File: config.mk
export PLATFORM = sky130hd
export DESIGN_NAME = eship_sched_follower
export DESIGN_NICKNAME = d
export VERILOG_FILES = /design/src/rtl/galaga_lib.sv /design/src/rtl/eship_sched_follower_fire_ctrl.sv /design/src/rtl/eship_sched_follower.sv
export SDC_FILE = /design/constraint.sdc
export NUM_CORES = 1
export LEC_CHECK = 0
export ABC_AREA = 1
export BUFFER_PORTS_ARGS = -buffer_cell sky130_fd_sc_hd__buf_4
export CAP_MARGIN = 20
export CORE_AREA = 4 4 189 191
export CTS_CLUSTER_DIAMETER = 50
export DETAILED_ROUTE_END_ITERATION = 7
export DIE_AREA = 0 0 193 195
export GPL_TIMING_DRIVEN = 0
export SYNTH_ARGS = -nofsm -noshare
export SYNTH_HDL_FRONTEND = slang
export SYNTH_HIERARCHICAL = 1
export SYNTH_SLANG_ARGS = --single-unit
File: constraint.sdc
create_clock -name Clk_i -period 7.25 [get_ports Clk_i]
set_clock_uncertainty 0.05 [all_clocks]
set_input_delay 1.45 -clock Clk_i [delete_from_list [all_inputs] [get_ports Clk_i]]
set_output_delay 1.45 -clock Clk_i [all_outputs]
set_load 0.005 [all_outputs]
File: src/rtl/galaga_lib.sv
// Shared constants, ship life-cycle states and the schedule step clamp for the enemy-ship blocks.
package galaga_lib;
  localparam int SCHED_NM    = 20;
  localparam int NUM_ENEMIES = 8;

  localparam logic [9:0] SCR_XMIN = 10'd0;
  localparam logic [9:0] SCR_XMAX = 10'd620;
  localparam logic [9:0] SCR_YMIN = 10'd0;
  localparam logic [9:0] SCR_YMAX = 10'd460;

  typedef enum logic [1:0] {SPAWN, ACTIVE, EXPLODE, DEAD} ship_state_t;

  // Position is an unsigned screen coordinate; only the delta carries a sign.
  function automatic logic [9:0] step_clamp(input logic [9:0] pos, input logic [9:0] delta,
                                            input logic [9:0] lo, input logic [9:0] hi);
    logic signed [11:0] sum;
    sum = $signed({2'b00, pos}) + $signed({{2{delta[9]}}, delta});
    if (sum < $signed({2'b00, lo})) return lo;
    if (sum > $signed({2'b00, hi})) return hi;
    return sum[9:0];
  endfunction
endpackage

File: src/rtl/eship_sched_follower_fire_ctrl.sv
// eship_fire_ctrl: fire cooldown, FireReq/FireAck handshake and launch-position latch.
module eship_fire_ctrl
  import galaga_lib::*;
#(
  parameter int FIRE_COOLDOWN = 64
) (
  input  logic       clk_i,
  input  logic       rst_i,
  input  logic       clr_i,
  input  logic       fire_i,
  input  logic       kill_i,
  input  logic       ack_i,
  input  logic [9:0] x_i,
  input  logic [9:0] y_i,
  output logic       req_o,
  output logic [9:0] x_o,
  output logic [9:0] y_o
);
  localparam int CW = $clog2(FIRE_COOLDOWN + 1);

  logic [CW-1:0] cd_q, cd_d;
  logic          req_q, req_d;
  logic [9:0]    x_q, x_d, y_q, y_d;

  always_comb begin
    cd_d  = (cd_q != '0) ? cd_q - CW'(1) : cd_q;
    req_d = ack_i ? 1'b0 : req_q;
    x_d   = x_q;
    y_d   = y_q;
    // A flagged step during cooldown is simply dropped.
    if (fire_i && cd_q == '0) begin
      req_d = 1'b1;
      x_d   = x_i;
      y_d   = y_i;
      cd_d  = CW'(FIRE_COOLDOWN);
    end
    if (kill_i) req_d = 1'b0;
    if (clr_i)  cd_d  = '0;
  end

  always_ff @(posedge clk_i) begin
    if (rst_i) begin
      cd_q  <= '0;
      req_q <= 1'b0;
      x_q   <= '0;
      y_q   <= '0;
    end else begin
      cd_q  <= cd_d;
      req_q <= req_d;
      x_q   <= x_d;
      y_q   <= y_d;
    end
  end

  assign req_o = req_q;
  assign x_o   = x_q;
  assign y_o   = y_q;
endmodule

File: src/rtl/eship_sched_follower.sv
// Per-ship schedule follower: applies each new schedule step to the ship position and runs the
// spawn/active/explode/dead life cycle. Define ESHIP_RESPAWN_EN to let DEAD return to SPAWN.
module eship_sched_follower
  import galaga_lib::*;
#(
  parameter int         NM             = SCHED_NM,
  parameter logic [9:0] XMIN           = SCR_XMIN,
  parameter logic [9:0] XMAX           = SCR_XMAX,
  parameter logic [9:0] YMIN           = SCR_YMIN,
  parameter logic [9:0] YMAX           = SCR_YMAX,
  parameter int         EXPLODE_CYCLES = 32,
  parameter int         FIRE_COOLDOWN  = 64,
  parameter int         RESPAWN_CYCLES = 1024
) (
  input  logic                Clk_i,
  input  logic                Reset_i,
  input  logic [9:0]          ESchedCtr_i,
  input  logic [NM-1:0][9:0]  SchedX_i,
  input  logic [NM-1:0][9:0]  SchedY_i,
  input  logic [NM-1:0]       SchedFire_i,
  input  logic [9:0]          InitialX_i,
  input  logic [9:0]          InitialY_i,
  input  logic                Hit_i,
  input  logic                FireAck_i,
  output logic                FireReq_o,
  output logic [9:0]          FireX_o,
  output logic [9:0]          FireY_o,
  output logic [9:0]          ShipX_o,
  output logic [9:0]          ShipY_o,
  output logic                Alive_o,
  output logic                Exploding_o
);
  localparam int EW = $clog2(EXPLODE_CYCLES + 1);

  if (RESPAWN_CYCLES < 1) begin : g_bad_respawn
    $error("RESPAWN_CYCLES must be at least 1");
  end

  ship_state_t   state_q, state_d;
  logic [9:0]    x_q, x_d, y_q, y_d, ctr_q, ctr_d;
  logic [EW-1:0] ex_q, ex_d;
  logic [9:0]    dx, dy;
  logic          sfire, step, hit, fire;
`ifdef ESHIP_RESPAWN_EN
  localparam int RW = $clog2(RESPAWN_CYCLES + 1);
  logic [RW-1:0] resp_q, resp_d;
`endif

  // Out-of-range counter values fall through as a zero delta with no fire.
  always_comb begin
    dx    = '0;
    dy    = '0;
    sfire = 1'b0;
    for (int i = 0; i < NM; i++) begin
      if (ESchedCtr_i == 10'(i)) begin
        dx    = SchedX_i[i];
        dy    = SchedY_i[i];
        sfire = SchedFire_i[i];
      end
    end
  end

  assign hit  = (state_q == ACTIVE) && Hit_i;
  assign step = (state_q == ACTIVE) && (ESchedCtr_i != ctr_q) && !Hit_i;
  assign fire = step && sfire;

  always_ff @(posedge Clk_i) begin
    if (Reset_i) begin
      state_q <= SPAWN;
      x_q     <= '0;
      y_q     <= '0;
      ctr_q   <= '0;
      ex_q    <= '0;
`ifdef ESHIP_RESPAWN_EN
      resp_q  <= '0;
`endif
    end else begin
      state_q <= state_d;
      x_q     <= x_d;
      y_q     <= y_d;
      ctr_q   <= ctr_d;
      ex_q    <= ex_d;
`ifdef ESHIP_RESPAWN_EN
      resp_q  <= resp_d;
`endif
    end
  end

  always_comb begin
    state_d = state_q;
    ex_d    = '0;
`ifdef ESHIP_RESPAWN_EN
    resp_d  = '0;
`endif
    case (state_q)
      SPAWN:   state_d = ACTIVE;
      ACTIVE:  if (Hit_i) state_d = EXPLODE;
      EXPLODE: begin
        ex_d = ex_q + EW'(1);
        if (ex_q == EW'(EXPLODE_CYCLES - 1)) state_d = DEAD;
      end
      DEAD: begin
`ifdef ESHIP_RESPAWN_EN
        resp_d = resp_q + RW'(1);
        if (resp_q == RW'(RESPAWN_CYCLES - 1)) state_d = SPAWN;
`endif
      end
      default: state_d = SPAWN;
    endcase
  end

  // SPAWN snapshots the counter so the value present on entry is not applied as a step.
  always_comb begin
    x_d   = x_q;
    y_d   = y_q;
    ctr_d = ctr_q;
    if (state_q == SPAWN) begin
      x_d   = InitialX_i;
      y_d   = InitialY_i;
      ctr_d = ESchedCtr_i;
    end else if (state_q == ACTIVE) begin
      ctr_d = ESchedCtr_i;
      if (step) begin
        x_d = step_clamp(x_q, dx, XMIN, XMAX);
        y_d = step_clamp(y_q, dy, YMIN, YMAX);
      end
    end
  end

  always_comb begin
    Alive_o     = (state_q == ACTIVE);
    Exploding_o = (state_q == EXPLODE);
  end

  assign ShipX_o = x_q;
  assign ShipY_o = y_q;

  eship_fire_ctrl #(.FIRE_COOLDOWN(FIRE_COOLDOWN)) u_fire (
    .clk_i  (Clk_i),
    .rst_i  (Reset_i),
    .clr_i  (state_q == SPAWN),
    .fire_i (fire),
    .kill_i (hit),
    .ack_i  (FireAck_i),
    .x_i    (x_d),
    .y_i    (y_d),
    .req_o  (FireReq_o),
    .x_o    (FireX_o),
    .y_o    (FireY_o)
  );
endmodule

==> results of run 1 <==
## metal layers
metal,GRT usage (%),part of all wire [%]
met1,31.14,42
met2,42.86,49
met3,3.396,6.4
met4,7.553,2.7
met5,0,0
## cell families (layout without fill, tap and decap cells)
family / after synthesis / count (layout) / share of synthesized area [%]
simple gates: 770 / 770 / 45.28
compound gates: 233 / 233 / 18.65
buf+inv: 198 / 717 / 10.36
flops: 66 / 66 / 17.79
fa+ha+maj: 34 / 34 / 5.929
xor+xnor: 17 / 17 / 2.004
other cells: 0 / 10 / 0
## path summary, 6_finish.rpt
check	end	slack [ns]	depth (start not counted)
max	u_fire/x_o[7]	0.38	40
min	ex_q[0]	0.41	1
max reg2reg	u_fire/x_o[7]	3.87	22
min reg2reg	ex_q[0]	0.41	1
## power by group
part | internal (W) | leakage, nW | switching [W] | total (W)
sequential | 0.000447 | 0.541 | 0.0000883 | 0.000535
clock | 0.000337 | 0.163 | 0.000167 | 0.000504
combinational | 0.000494 | 5.61 | 0.000630 | 0.00112
total | 0.00128 | 6.32 | 0.000885 | 0.00216
## registers in the layout, indices dropped and copies added (netlist names)
signal / count
u_fire/x_o: 10
ctr_q: 10
ShipX_o: 10
state_q: 2
u_fire/req_o: 1
u_fire/y_o: 10
ShipY_o: 10
u_fire/cd_q: 7
ex_q: 6
## final cells by class
cell class                      count  area, sq um
Sequential cell                    66         1321
Inverter                          143        543.0
Buffer                             54        264.0
Tap cell                          455        569.3
Multi-Input combinational cell   1054         5537
Fill cell                        3776        21730
Antenna cell                       10        25.02
Clock inverter                      6        115.1
Clock buffer                       10        229.0
Timing Repair Buffer              504         3784
## critical path, delay by kind of cell
family          cells  cell delay [ns]
simple gates       22             2.30
buf+inv             5             0.54
fa+ha+maj           2             0.60
compound gates     11             2.21
## synth_stat cells, drive strengths merged
cell type / n / area [sq um]
nor4: 3 / 18.77
o22ai: 5 / 31.28
o21ai: 55 / 275.3
o221ai: 3 / 26.28
o21bai: 4 / 33.78
xor2: 11 / 96.34
nor2: 142 / 585.6
nor3: 3 / 20.02
or2: 26 / 162.7
inv: 142 / 533.0
clkinv: 1 / 3.750
buf: 18 / 93.84
fa: 2 / 40.04
a21boi: 2 / 18.77
a211o: 1 / 8.760
dfxtp: 66 / 1321
a221o: 1 / 10.01
ha: 32 / 400.4
nand3: 111 / 573.1
and3: 1 / 6.260
o21a: 1 / 7.510
a221oi: 30 / 262.8
o211ai: 2 / 20.02
nand3b: 1 / 7.510
a41oi: 1 / 8.760
a31oi: 6 / 37.54
nand2: 421 / 1595
clkbuf: 37 / 138.9
xnor2: 6 / 52.55
o41ai: 1 / 16.27
a21oi: 120 / 619.3
o2111ai: 1 / 8.760
and2: 2 / 12.51
nand4: 60 / 381.6
## stage by stage
step           power, W  worst slack [ns]
4_1_cts        0.002146           0.02100
3_3_place_gp   0.001605           -0.6781
2_1_floorplan  0.001127             1.199
5_1_grt        0.002329         -0.005889
6_report       0.002163            0.3753
3_5_place_dp   0.001619           -0.8183
## what timing repair did
item                                   in CTS  in global routing
pin swaps                                   1                 25
cloned                                      0                  0
setup buffers                               0                  8
endpoints found under the hold margin       0                  0
setup endpoints to repair                  32                 36
resized for setup                          13                 72
==> qor.yml, run 1 <==
post-route-period-util_pct: 94.82
drt_pass1_iterations: 5
cts_tree: "built"
r2r_start: "ShipX_o[0]"
critPathLaunchType: "input port"
layout.nets: 2320
cts_buffer_depth: 2
ys_seq_elements: 66
drt-total-wl_mm: 49.90
setup_tns_ns: 0
post-route-drc-count: 0
status: "finished, final reports clean"
slowest_stage: "fa_2"
ctsHoldBuffers: 0
grt_overflow_total: 0
p_per_area_nw_per_um2: 174.6
setup.worst_path.start: "ESchedCtr_i[7]"
ioPinCount: 497
cp.arrival_ns: 7.09
cpMostUsedCell: "nand2_1"
cp.required_ns: 7.47
grt_start_max_net_pins: 13
period_minus_slack_ns: 6.875
die_x_um: 193
grt_pass1_vias: 10690
drive_gt1_share_pct: 35.17
first_iter_violations: 754
clk_latency_ns: 0.33
synth_cell_types: 53
tightest_slew_ns: 1.002
dieArea_sq_um: 37640
synthCells: 1318
htreeDepth: 3
wire_per_inst_um: 21.68
path_max_fanout: 10
slowest_delay_ns: 0.41
numPortBuffers: 496
dpl_cell_area_sq_um: 11720
finalMaxSlewViolations: 0
max_cap_violations: 0
area_delta_synth_final_pct: 66.75
utilization_pct: 36.31
cts.sink_count: 66
cts_buffers: 9
critical_path_class: "input port to flop"
ys_warn_count: 6
final_cell_mix: "507 x buf_4, 412 x nand2_1, 129 x nor2_1, 124 x inv_1, 108 x a21oi_1"
final_area_sq_um: 12390
clkSlewWorstSetupHoldPaths_ns: 0.06
row_count: 68
setup_viol: 0
die_y_um: 195
stdcell_count: 2302
vias: 11090
grtUsageTotal_pct: 24.53
total_leakage_power_nw: 6.315
start_util_pct: 21.77
antenna_found_initial: 11
final_common_cell: "buf_4"
grt_pass1_wl_mm: 68.39
holdWs_ns: 0.4062
hpwl_mm: 42.83
cts.root.buffer_cell: "clkbuf_16"
hp-class: "flop to flop"
final_antenna_net_count: 0
worstHoldStart: "ex_q[0]"
place_congestion: 0.9702
syn_area_per_cell_sq_um: 5.636
hold_viol_final: 0
vias_per_cell: 4.819
yosysSeqAreaShare_pct: 17.79
fmax_mhz: 145.5
relSlewSlack_pct: 32.98
syn_area_sq_um: 7428
synth_nets: 1806
ir_worst_vdd_mv: 0.1697
setup.worst_path.end_class: "flop"
core_region_area_sq_um: 34120
dp_cells: 2269
Power figures use the tool's default switching activity.
==> run 2: changes to the inputs <==
--- a/config.mk
+++ b/config.mk
@@ -7,13 +7,11 @@
 export LEC_CHECK = 0
 export ABC_AREA = 1
 export BUFFER_PORTS_ARGS = -buffer_cell sky130_fd_sc_hd__buf_4
-export CAP_MARGIN = 20
-export CORE_AREA = 4 4 189 191
+export CORE_AREA = 4 4 193 195
 export CTS_CLUSTER_DIAMETER = 50
 export DETAILED_ROUTE_END_ITERATION = 7
-export DIE_AREA = 0 0 193 195
+export DIE_AREA = 0 0 197 199
 export GPL_TIMING_DRIVEN = 0
 export SYNTH_ARGS = -nofsm -noshare
 export SYNTH_HDL_FRONTEND = slang
-export SYNTH_HIERARCHICAL = 1
 export SYNTH_SLANG_ARGS = --single-unit
==> qor.yml, run 2 <==
status: "finished, final reports clean"  # unchanged
power_frac_comb_pct: 50.8  # was 52.0%
yosysMostFrequentCell: "nand2_1"  # unchanged
hold_viol_final: 0  # unchanged
cts_buffers: 9  # unchanged
dpl_worst_slack_ns: -0.2918  # was -0.8183 ns
synthCells: 1240  # was 1318
post-route-drc-count: 0  # unchanged
start_util_pct: 20.76  # was 21.77%
reg2regPathDepth: 17  # was 22
max_cap_violations: 0  # unchanged
syn_area_sq_um: 7350  # was 7428 sq um
period_minus_slack_ns: 6.926  # was 6.875 ns
post-route-period-util_pct: 95.53  # was 94.82%
final_antenna_net_count: 0  # unchanged
hp-class: "flop to flop"  # unchanged
cp.arrival_ns: 7.15  # was 7.09 ns
ys_seq_elements: 66  # unchanged
synth_common_cells: "396 x nand2_1, 99 x inv_1, 97 x nand3_1"  # was 417 x nand2_1, 133 x nor2_1, 125 x inv_1
synth_cell_types: 50  # was 53
relSlewSlack_pct: 27.38  # was 32.98%
slowest_stage: "a211oi_1"  # was fa_2
hold_depth: 1  # unchanged
syn_area_per_cell_sq_um: 5.927  # was 5.636 sq um
htreeDepth: 3  # unchanged
slowest_delay_ns: 0.52  # was 0.41 ns
critPathLaunchType: "input port"  # unchanged
async_reset_ff_share_pct: 0  # unchanged
die_x_um: 197  # was 193 um
power.switching_w: 0.0007818  # was 0.0008854 W
drive_gt1_share_pct: 36.26  # was 35.17%
clkSlewWorstSetupHoldPaths_ns: 0.05  # was 0.06 ns
grt_overflow_total: 0  # unchanged
final_common_cell: "buf_4"  # unchanged
die_y_um: 199  # was 195 um
p_per_area_nw_per_um2: 160.7  # was 174.6 nW/um^2
cp.required_ns: 7.47  # about the same
drt_pass1_iterations: 6  # was 5
grt_pass1_vias: 10570  # was 10690
yosys-mux-area-fraction_pct: 0.1362  # was 0%
setup.worst_path.end_class: "flop"  # unchanged
cts.root.buffer_cell: "clkbuf_16"  # unchanged
cts.sink_count: 66  # unchanged
grt_pass1_wl_mm: 69.14  # was 68.39 mm
yosysSeqAreaShare_pct: 17.98  # was 17.79%
antenna_found_initial: 22  # was 11
synth.area.top_cells: "nand2_1 20%, dfxtp_1 18%, nand3_1 6.6%"  # was nand2_1 21%, dfxtp_1 18%, a21oi_1 7.9%
ys_warn_count: 0  # was 6
synth_edf_count: 0  # unchanged
synth_compound_area_share_pct: 21.76  # was 18.65%
wire_per_inst_um: 22.45  # was 21.68 um
cts_buffer_depth: 2  # unchanged
total_power_w: 0.001929  # was 0.002163 W
internal-power_w: 0.001148  # was 0.001278 W
first_iter_violations: 759  # was 754
synthSimpleGateAreaFrac_pct: 41.78  # was 45.28%
synth_top_area_share_pct: 20.22  # was 21.07%
synth_top_family_by_area: "simple AND/OR/NAND/NOR gates"  # unchanged
power.share.clock_pct: 21.2  # was 23.3%
critical_path_class: "input port to flop"  # unchanged
vias_per_cell: 4.824  # was 4.819
fin_ws_ns: 0.3242  # was 0.3753 ns
setup_viol: 0  # unchanged
vias: 10730  # was 11090
synth-xor-area-share_pct: 2.860  # was 2.004%
synth_flop_cell: "dfxtp_1"  # unchanged
fmax_mhz: 144.4  # was 145.5 MHz
cts_setup_buffers: 0  # unchanged
path_max_fanout: 7  # was 10
seq_power_share_pct: 28.0  # was 24.7%
synth_nets: 1728  # was 1806
rsz0062_at_grt: "no"
ir_worst_vdd_mv: 0.1218  # was 0.1697 mV
p_sw_share_pct: 40.52  # was 40.93%
grt_start_max_net_pins: 11  # was 13
layout.nets: 2235  # was 2320
ioPinCount: 497  # unchanged
nFillCells: 3967  # was 3776
tightest_slew_ns: 1.085  # was 1.002 ns
core_region_area_sq_um: 35400  # was 34120 sq um
cpMostUsedCell: "a21oi_1"  # was nand2_1
reg2reg_slack_ns: 4.04  # was 3.87 ns
finalMaxSlewViolations: 0  # unchanged
clk_latency_ns: 0.34  # was 0.33 ns
drt-total-wl_mm: 49.95  # was 49.90 mm
area_delta_synth_final_pct: 63.40  # was 66.75%
hpwl_mm: 43.73  # was 42.83 mm
final_cell_mix: "499 x buf_4, 396 x nand2_1, 99 x inv_1, 97 x nand3_1, 93 x nor2_1"  # was 507 x buf_4, 412 x nand2_1, 129 x nor2_1, 124 x inv_1, 108 x a21oi_1
synth_fa_ha_area_share_pct: 5.993  # was 5.929%
dieArea_sq_um: 39200  # was 37640 sq um
yosys.area.top_type: "nand2_1"  # unchanged
cts_tree: "built"  # unchanged
place_congestion: 0.9646  # was 0.9702
row_count: 69  # was 68
grtUsageTotal_pct: 23.76  # was 24.53%
numPortBuffers: 496  # unchanged
total_leakage_power_nw: 6.068  # was 6.315 nW
-- run 2: per-layer routing --
metal  global-route usage [%]  share of wire [%]  vias to the layer above
met2                    39.28                 47                      498
met3                    3.879                7.0                       64
li1                         -                  -                     5173
met5                        0                  0                        -
met1                    30.88                 42                     4998
met4                    9.733                3.5                        0
-- run 2: cell type report --
class,count,area (sq um),share of cell area (%)
clock inverter,3,15.01,0.1250
timing repair buffer,496,3724,31.01
antenna,13,32.53,0.2709
buffer,52,259.0,2.157
clock buffer,12,256.5,2.136
inverter,117,439.2,3.657
tap,461,576.8,4.803
multi-input combinational,1005,5385,44.84
sequential,66,1321,11.00
-- run 2: logic make-up (layout without fill, tap and decap cells) --
group / count (synthesis) / in the layout
AOI/OAI and AO/OA: 252 / 252
xor gates and xnor gates: 24 / 24
adders and majority gates: 34 / 34
buffers and inverters: 169 / 680
DFF: 66 / 66
muxes: 1 / 1
other: 0 / 13
and+or+nand+nor: 694 / 694
-- run 2: through the flow --
stage                     instances  util [%]  setup TNS (ns)  area [sq um]  hold slack [ns]
after floorplan                1240         -               0          7350           0.3676
after global placement         2197     32.91          -4.306         11650           0.3818
after detailed placement       2197     32.91          -4.655         11650           0.3949
after CTS                      2212     33.68               0         11920           0.4030
after global routing           2225     33.93               0         12010           0.4169
final                          2225     33.93               0         12010           0.4002
-- run 2: final timing paths --
kind,startpoint,to
worst max-delay path,ESchedCtr_i[6],u_fire.x_o[0]
worst min-delay path,ex_q[0],ex_q[0]
worst max register to register,ShipX_o[0],u_fire.x_o[0]
worst min register to register,ex_q[0],ex_q[0]
-- run 2: power groups by stage --
stage | logic [W] | registers, W | clock network (W)
2_1_floorplan | 0.000529 | 0.000517 | 0
3_3_place_gp | 0.000946 | 0.000542 | 0
3_5_place_dp | 0.000963 | 0.000544 | 0
4_1_cts | 0.000968 | 0.000537 | 0.000417
5_1_grt | 0.00109 | 0.000548 | 0.000433
6_report | 0.000980 | 0.000540 | 0.000410
-- run 2: worst max-delay path, delay by kind of cell --
family,cells,cell delay [ns]
AO/OA/AOI/OAI,17,2.99
adder cells (fa/ha/maj),2,0.68
buffers and inverters,1,0.12
AND/OR/NAND/NOR,14,1.88
-- run 2: repair_timing --
item / 4_1_cts / 5_1_grt
hold buffers: 0 / 0
endpoints found under the hold margin: 0 / 0
endpoints found under the setup margin: 0 / 18
resized for setup: 0 / 9
